`src/rtl/ucode_loader.sv`:
```
// Packs a narrow configuration byte stream into full-width microcode words and writes them to ucode memory.
// Optional RISC opcode range check is enabled with `define UCODE_LOADER_OPCODE_CHECK_EN.
module ucode_loader #(
  parameter int INSTR_WIDTH = 26,
  parameter int DATA_WIDTH  = 8,
  parameter int ADDR_WIDTH  = 10
) (
  input  logic                   clk_i,
  input  logic                   rst_ni,
  input  logic                   start_i,
  input  logic                   abort_i,
  input  logic [ADDR_WIDTH-1:0]  start_addr_i,
  input  logic [ADDR_WIDTH:0]    num_instr_i,
  input  logic [DATA_WIDTH-1:0]  data_i,
  input  logic                   data_valid_i,
  output logic                   data_ready_o,
  output logic                   mem_we_o,
  output logic [ADDR_WIDTH-1:0]  mem_addr_o,
  output logic [INSTR_WIDTH-1:0] mem_wdata_o,
  output logic                   busy_o,
  output logic                   done_o,
  output logic                   error_o,
  output logic [ADDR_WIDTH:0]    instr_count_o
);

  localparam int NBEATS = (INSTR_WIDTH + DATA_WIDTH - 1) / DATA_WIDTH;
  localparam int BCNT_W = (NBEATS > 1) ? $clog2(NBEATS) : 1;
  localparam int CNT_W  = ADDR_WIDTH + 1;

  typedef enum logic [1:0] {
    IDLE,
    COLLECT,
    WRITE,
    DONE
  } state_e;

  state_e                 state_q, state_d;
  logic [INSTR_WIDTH-1:0] buf_q;
  logic [INSTR_WIDTH-1:0] last_wdata_q;
  logic [BCNT_W-1:0]      beat_q;
  logic [ADDR_WIDTH-1:0]  addr_q;
  logic [ADDR_WIDTH-1:0]  last_addr_q;
  logic [CNT_W-1:0]       remaining_q;
  logic [CNT_W-1:0]       count_q;
  logic                   last_beat;
  logic                   word_bad;

  assign last_beat = (beat_q == BCNT_W'(NBEATS - 1));

`ifdef UCODE_LOADER_OPCODE_CHECK_EN
  // RISC opcodes above SET_MAN_VALUE (17) are undefined; NISC words bypass the check.
  assign word_bad = !buf_q[INSTR_WIDTH-1] && (buf_q[INSTR_WIDTH-2 -: 5] > 5'd17);
`else
  assign word_bad = 1'b0;
`endif

  always_ff @(posedge clk_i or negedge rst_ni) begin
    if (!rst_ni) begin
      state_q <= IDLE;
    end else begin
      state_q <= state_d;
    end
  end

  always_comb begin
    state_d      = state_q;
    data_ready_o = 1'b0;
    busy_o       = 1'b0;
    done_o       = 1'b0;
    mem_we_o     = 1'b0;
    case (state_q)
      IDLE: begin
        if (start_i) begin
          state_d = (num_instr_i == '0) ? DONE : COLLECT;
        end
      end
      COLLECT: begin
        busy_o       = 1'b1;
        data_ready_o = 1'b1;
        if (abort_i) begin
          state_d = IDLE;
        end else if (data_valid_i && last_beat) begin
          state_d = WRITE;
        end
      end
      WRITE: begin
        busy_o = 1'b1;
        if (abort_i) begin
          state_d = IDLE;
        end else begin
          mem_we_o = !word_bad;
          state_d  = (remaining_q == CNT_W'(1)) ? DONE : COLLECT;
        end
      end
      DONE: begin
        done_o  = 1'b1;
        state_d = IDLE;
      end
      default: state_d = IDLE;
    endcase
  end

  // Beat packing, session bookkeeping and the last-written memory image.
  always_ff @(posedge clk_i or negedge rst_ni) begin
    if (!rst_ni) begin
      buf_q        <= '0;
      beat_q       <= '0;
      addr_q       <= '0;
      remaining_q  <= '0;
      count_q      <= '0;
      last_addr_q  <= '0;
      last_wdata_q <= '0;
    end else begin
      case (state_q)
        IDLE: begin
          if (start_i) begin
            addr_q      <= start_addr_i;
            remaining_q <= num_instr_i;
            count_q     <= '0;
            beat_q      <= '0;
          end
        end
        COLLECT: begin
          if (abort_i) begin
            beat_q <= '0;
          end else if (data_valid_i) begin
            // Bits of the final beat beyond INSTR_WIDTH have no slot and fall away here.
            for (int i = 0; i < INSTR_WIDTH; i++) begin
              if (beat_q == BCNT_W'(i / DATA_WIDTH)) begin
                buf_q[i] <= data_i[i % DATA_WIDTH];
              end
            end
            beat_q <= last_beat ? '0 : beat_q + 1'b1;
          end
        end
        WRITE: begin
          beat_q <= '0;
          if (!abort_i) begin
            remaining_q <= remaining_q - 1'b1;
            count_q     <= count_q + 1'b1;
            if (mem_we_o) begin
              addr_q       <= addr_q + 1'b1;
              last_addr_q  <= addr_q;
              last_wdata_q <= buf_q;
            end
          end
        end
        default: ;
      endcase
    end
  end

`ifdef UCODE_LOADER_OPCODE_CHECK_EN
  logic error_q;

  always_ff @(posedge clk_i or negedge rst_ni) begin
    if (!rst_ni) begin
      error_q <= 1'b0;
    end else if (state_q == IDLE && start_i) begin
      error_q <= 1'b0;
    end else if (state_q == WRITE && !abort_i && word_bad) begin
      error_q <= 1'b1;
    end
  end

  assign error_o = error_q;
`else
  assign error_o = 1'b0;
`endif

  // The memory bus shows the live word only during WRITE, otherwise the last committed one.
  assign mem_addr_o    = (state_q == WRITE) ? addr_q : last_addr_q;
  assign mem_wdata_o   = (state_q == WRITE) ? buf_q : last_wdata_q;
  assign instr_count_o = count_q;

endmodule

```
`config.mk`:
```
export PLATFORM = sky130hd
export DESIGN_NAME = ucode_loader
export DESIGN_NICKNAME = d
export VERILOG_FILES = /design/src/rtl/ucode_loader.sv
export SDC_FILE = /design/constraint.sdc
export NUM_CORES = 1
export LEC_CHECK = 0
export CAP_MARGIN = 20
export CORE_MARGIN = 2
export CORE_UTILIZATION = 53
export CTS_CLUSTER_DIAMETER = 100
export CTS_CLUSTER_SIZE = 12
export DETAILED_ROUTE_END_ITERATION = 8
export GPL_TIMING_DRIVEN = 1
export HOLD_SLACK_MARGIN = 0.08
export PLACE_DENSITY = 0.88
export SYNTH_ARGS = -nofsm -noshare
export SYNTH_HDL_FRONTEND = slang
export SYNTH_SLANG_ARGS = --single-unit
```
`constraint.sdc`:
```
create_clock -name clk_i -period 3.4 [get_ports clk_i]
set_clock_uncertainty 0.2 [all_clocks]
set_input_delay 1.02 -clock clk_i [delete_from_list [all_inputs] [get_ports clk_i]]
set_output_delay 1.02 -clock clk_i [all_outputs]
set_load 0.03 [all_outputs]
```
==> results of run 1 <==
## final cells by class
class | count | area, sq um
clock inverters | 7 | 97.6
well taps | 111 | 139
repair buffers | 93 | 910
inverters | 12 | 45.0
fillers | 703 | 3000
flip-flops and latches | 98 | 2450
clock buffers | 9 | 124
multi-input cells | 306 | 2430
## Yosys cell counts, types with 7 or more instances
| cell type | count | share of area, % |
|---|---|---|
| a21oi_1 | 23 | 2.3 |
| nand2_1 | 19 | 1.4 |
| dfrtp_1 | 98 | 49 |
| nand3_1 | 12 | 1.2 |
| o21ai_0 | 26 | 2.6 |
| ha_1 | 13 | 3.2 |
| nand4_1 | 13 | 1.6 |
| inv_1 | 12 | 0.90 |
| mux2_2 | 93 | 21 |
| nor3_1 | 7 | 0.70 |
| buf_2 | 12 | 1.2 |
| o22ai_1 | 12 | 1.5 |
| nor2_1 | 19 | 1.4 |
## layer usage
metal  track usage [%]  part of all wire, %  vias to the layer above
met3              4.00                  6.4                       12
met4              5.51                 0.95                        0
met5                 0                    0                        -
li1                  -                    -                     1762
met1              30.9                   43                     1901
met2              37.4                   50                      128
## flip-flops by register name, indices dropped and copies added, names as in the netlist
signal,count
addr_q,10
last_wdata_q,26
instr_count_o,11
buf_q,26
state_q,2
last_addr_q,10
beat_q,2
remaining_q,11
## cells in the final DEF, fill, tap and decap left out, types with 7 or more instances in the layout
| cell | count |
|---|---|
| nand2_1 | 19 |
| buf_4 | 10 |
| inv_1 | 12 |
| nand4_1 | 13 |
| mux2_2 | 93 |
| clkbuf_8 | 9 |
| dfrtp_1 | 98 |
| clkdlybuf4s50_1 | 46 |
| nand3_1 | 12 |
| nor3_1 | 7 |
| nor2_1 | 18 |
| a21oi_1 | 23 |
| dlygate4sd2_1 | 33 |
| o22ai_1 | 12 |
| ha_1 | 12 |
| o21ai_0 | 26 |
## report_power, final
group	internal, mW	total, mW	switching [mW]	leakage (nW)
Combinational	1.12	2.59	1.48	1.44
Sequential	1.57	1.93	0.362	1.26
Clock	0.361	0.803	0.442	0.110
Total	3.05	5.33	2.28	2.80
## kinds of logic after synthesis
group	Yosys count	synth area share, %
compound gates	77	8.95
mux	99	22.2
other cells	1	0.0749
fa+ha+maj	13	3.25
flops	98	49.0
buf+inv	32	2.95
simple gates	111	12.7
xor+xnor	5	0.875
## how the worst max path moves through the flow
stage | endpoint | slack [ns] | cells past startpoint
2_1_floorplan | mem_addr_o[0] | 0.27 | 6
3_3_place_gp | mem_wdata_o[17] | 0.28 | 5
3_5_place_dp | mem_addr_o[2] | 0.25 | 5
4_1_cts | mem_addr_o[2] | 0.09 | 5
5_1_grt | mem_wdata_o[17] | 0.01 | 5
6_report | mem_wdata_o[8] | 0.13 | 5
## stage by stage
step | cells | util [%] | power, mW
6_report | 636 | 67.4 | 5.33
5_1_grt | 636 | 67.4 | 5.67
3_5_place_dp | 619 | 65.0 | 4.63
4_1_cts | 635 | 67.0 | 5.30
3_3_place_gp | 619 | 65.0 | 4.51
2_1_floorplan | 436 | - | 3.70
## timing repair
item	CTS	global route
gates resized for setup	33	1
endpoints found under the setup margin	33	1
buffers inserted	0	0
gates cloned	0	1
==> results.sh, run 1 <==
export IMPL_dpl_hpwl_um=7810
export IMPL_hold_viol=0
export IMPL_worstPathArrival_ns=2.05
export IMPL_slowest_delay_ns=0.40
export IMPL_worst_ir_drop_vdd_mv=0.545
export IMPL_worstHoldStart="last_wdata_q[5]$_DFFE_PN0P_"
export IMPL_nets=567
export IMPL_grt_use_total_pct=22.5
export IMPL_crit_chain="inv_1, ha_4, buf_12, mux2_2, dlygate4sd2_1"
export IMPL_grt_overflow=0
export IMPL_status="completed"
export IMPL_start_kind="flop"
export IMPL_fin_crit_ns=3.27
export IMPL_cp_end_kind="primary output"
export IMPL_num_antenna_cells=0
export IMPL_cts_tree="done"
export IMPL_start_util_pct=54.4
export IMPL_path_class="flop to primary output"
export IMPL_dieArea_sq_mm=0.0102
export IMPL_layout_setup_ws_ns=0.127
export IMPL_htree_levels=3
export IMPL_via_count=3803
export IMPL_timing_fmax_mhz=306
export IMPL_drc=0
export IMPL_worst_slew_pin_slew_ns=0.723
export IMPL_finalInstanceArea_sq_mm=0.00619
export IMPL_finalWirelength_um=11300
export IMPL_hp_class="flop to flop"
export IMPL_power_density_mw_per_mm2=861
export IMPL_holdBufCountCts=0
export IMPL_avgSynthCellArea_sq_um=11.5
export IMPL_drive_gt1_share_pct=25.9
export IMPL_hold_slack_ns=0.317
export IMPL_die_h_um=101
export IMPL_critPathMaxFanout=22
export IMPL_min_period_over_period_pct=96.3
export IMPL_synthToLayoutAreaGrowth_pct=23.7
export IMPL_setup_tns_ns=0
export IMPL_rrSetupSlack_ns=0.76
export IMPL_ant_nets=0
export IMPL_relSlewSlack_pct=51.7
export IMPL_worstPathRequired_ns=2.18
export IMPL_yosysWarnings=0
export IMPL_gp_congestion=0.833
export IMPL_maxSlewViolCount=0
export IMPL_drv_cap=0
export IMPL_netlist_area_sq_mm=0.00501
export IMPL_numCtsBuffers=9
export IMPL_r2r_start="state_q[0]$_DFFE_PN0P_"
export IMPL_ctsLongestPathBuffers=2
export IMPL_synth_edff_count=0
export IMPL_fp_dieW_um=101
export IMPL_seq_area_frac_synth_pct=49.0
export IMPL_cp_top_family="buffers and inverters"
export IMPL_port_buffer_count=84
export IMPL_rsz0062_at_grt="no"
export IMPL_wl_per_cell_um=17.8
export IMPL_drt_first_iter_violations=120
export IMPL_dr_pass1_iters=4
export IMPL_synthCells=436
export IMPL_worstSkewPairLatency_ns=0.35
export IMPL_holdPathStages=1
export IMPL_core_region_area_sq_mm=0.00920
export IMPL_cts_sinks=98
export IMPL_slowest_stage="dfrtp_1"
export IMPL_grt_start_max_net_pins=50
export IMPL_grt_pass1_vias=3783
export IMPL_synth_cell_types=50
export IMPL_cts_root_buf="clkbuf_8"
export IMPL_critPathBufInv=3
export IMPL_vias_per_cell=5.98
export IMPL_synthFlopType="dfrtp_1"
export IMPL_antenna_found_initial=0
export IMPL_min_to="last_wdata_q[5]$_DFFE_PN0P_"
export IMPL_pin_count=86
export IMPL_r2r_cells=7
export IMPL_pre_cts_slack_ns=0.246
export IMPL_ys_seq_elements=98
export IMPL_async_flop_share_pct=100
export IMPL_rr_endpoint="last_wdata_q[19]$_DFFE_PN0P_"
export IMPL_finalSetupViolCount=0
export IMPL_clkTransAtPathRegs_ns=0.10
export IMPL_dpl_cell_area_sq_mm=0.00598
export IMPL_grt_pass1_wl_um=18400
export IMPL_p_leak_nw=2.80
export IMPL_synthesis_nets=483
export IMPL_startpoint="state_q[0]$_DFFE_PN0P_"
export IMPL_rows=35
Note: power is estimated with default switching activity, not from simulation.
==> run 2, diff against run 1 <==
- SKIP_CTS_REPAIR_TIMING: not set -> 1
- TNS_END_PERCENT: not set -> 30
==> results.sh, run 2 (synthesis results as in run 1) <==
export IMPL_numCtsBuffers=9
export IMPL_dr_pass1_iters=4
export IMPL_pre_cts_slack_ns=0.246
export IMPL_wl_per_cell_um=17.8
export IMPL_critPathMaxFanout=36
export IMPL_antenna_found_initial=0
export IMPL_grt_pass1_wl_um=18400
export IMPL_finalInstanceArea_sq_mm=0.00628
export IMPL_synthToLayoutAreaGrowth_pct=25.5
export IMPL_cp_end_kind="primary output"
export IMPL_grt_use_total_pct=22.5
export IMPL_p_leak_nw=3.16
export IMPL_ant_nets=0
export IMPL_drt_first_iter_violations=130
export IMPL_hold_viol=0
export IMPL_power_density_mw_per_mm2=860
export IMPL_layout_setup_ws_ns=0.203
export IMPL_fillers=665
export IMPL_finalSetupViolCount=0
export IMPL_clkTransAtPathRegs_ns=0.11
export IMPL_rows=35
export IMPL_power_mw=5.40
export IMPL_worst_slew_pin_slew_ns=0.708
export IMPL_rsz0062_at_grt="no"
export IMPL_reg_top3="buf_q (26), last_wdata_q (26)"
export IMPL_worstPathArrival_ns=1.98
export IMPL_final_common_cell="dfrtp_1"
export IMPL_final_cell_mix="dfrtp_1, mux2_2, clkdlybuf4s50_1"
export IMPL_path_class="flop to primary output"
export IMPL_vias_per_cell=5.98
export IMPL_port_buffer_count=84
export IMPL_internal_power_mw=3.13
export IMPL_ctsLongestPathBuffers=2
export IMPL_dpl_cell_area_sq_mm=0.00598
export IMPL_nets=566
export IMPL_pin_count=86
export IMPL_r2r_start="state_q[0]$_DFFE_PN0P_"
export IMPL_grt_pass1_vias=3787
export IMPL_htree_levels=3
export IMPL_relSlewSlack_pct=52.7
export IMPL_core_region_area_sq_mm=0.00920
export IMPL_power_frac_clock_pct=15.0
export IMPL_timing_fmax_mhz=313
export IMPL_swShare_pct=42.2
export IMPL_maxSlewViolCount=0
export IMPL_status="completed"
export IMPL_min_period_over_period_pct=94.0
export IMPL_grt_overflow=0
export IMPL_start_util_pct=54.4
export IMPL_dpl_hpwl_um=7810
export IMPL_worstSkewPairLatency_ns=0.35
export IMPL_gp_congestion=0.833
export IMPL_dieArea_sq_mm=0.0102
export IMPL_p_switching_mw=2.28
export IMPL_worstHoldStart="last_addr_q[1]$_DFFE_PN0P_"
export IMPL_drc=0
export IMPL_cts_tree="done"
export IMPL_hp_class="flop to flop"
export IMPL_setup_tns_ns=0
export IMPL_via_count=3795
export IMPL_cts_root_buf="clkbuf_8"
export IMPL_cts_sinks=98
export IMPL_fin_crit_ns=3.20
export IMPL_worst_ir_drop_vdd_mv=0.553
export IMPL_num_antenna_cells=0
export IMPL_startpoint="state_q[0]$_DFFE_PN0P_"
export IMPL_seq_power_share_pct=35.9
export IMPL_hold_slack_ns=0.317
export IMPL_comb_power_share_pct=49.1
export IMPL_drive_gt1_share_pct=25.8
export IMPL_die_h_um=101
export IMPL_start_kind="flop"
export IMPL_drv_cap=0
export IMPL_finalWirelength_um=11300
export IMPL_grt_start_max_net_pins=50
export IMPL_fp_dieW_um=101
export IMPL_worstPathRequired_ns=2.18
[run 2: cell count changes in the layout (fill, tap and decap cells not counted)]
| cell | change |
|---|---|
| dlygate4sd2_1 | -33 |
| dlymetal6s2s_1 | +33 |
| clkbuf_16 | -1 |
| ha_2 | +1 |
| ha_4 | -1 |
[run 2: cell type report]
class | instances | area (sq um) | share of cell area, %
sequential | 98 | 2450 | 39.0
tap | 111 | 139 | 2.21
clock inverter | 7 | 97.6 | 1.55
multi-input combinational | 306 | 2420 | 38.5
inverter | 12 | 45.0 | 0.717
timing repair buffer | 92 | 1010 | 16.0
clock buffer | 9 | 124 | 1.97
[run 2: worst max-delay path, cell delays in order (launching register included)]
cell and delay [ns]:
dfrtp_1 0.41, inv_1 0.12, ha_2 0.25, buf_12 0.21, buf_4 0.28, o21ai_0 0.15
buf_4 0.19
[run 2: final timing paths]
kind                                                 to  slack (ns)  cells after the start
setup / recovery                          mem_addr_o[4]        0.20                      6
hold / removal               last_addr_q[1]$_DFFE_PN0P_        0.32                      1
setup reg to reg           instr_count_o[7]$_DFFE_PN0P_        0.74                      8
hold reg to reg              last_addr_q[1]$_DFFE_PN0P_        0.32                      1
max in group asynchronous         buf_q[19]$_DFFE_PN0P_        1.88                      2
min in group asynchronous  instr_count_o[9]$_DFFE_PN0P_        0.48                      1
[run 2: power by group through the flow]
stage / logic (mW) / registers [mW] / clock network [mW]
3_3_place_gp: 2.60 / 1.91 / 0
5_1_grt: 2.86 / 1.99 / 0.878
3_5_place_dp: 2.68 / 1.95 / 0
2_1_floorplan: 1.85 / 1.85 / 0
4_1_cts: 2.70 / 1.93 / 0.814
6_report: 2.65 / 1.94 / 0.812
[run 2: per-stage QoR]
stage                     utilization [%]  std cells
after floorplan                         -        436
after global placement               65.0        619
after detailed placement             65.0        619
after CTS                            67.4        635
after global routing                 68.3        635
final                                68.3        635
[run 2: metal layers]
layer  GRT usage (%)  routed length [um]  up-vias
met5               0                   0        -
li1                -                   -     1764
met3            4.14                 598        6
met2            37.3                5680      113
met1            30.9                4970     1912
met4            5.51                  62        0
==> run 3, diff against run 2 <==
- TNS_END_PERCENT: 30 -> not set
==> results of run 3 <==
Same layout as run 2: the final DEF is identical, and so are final timing and power.
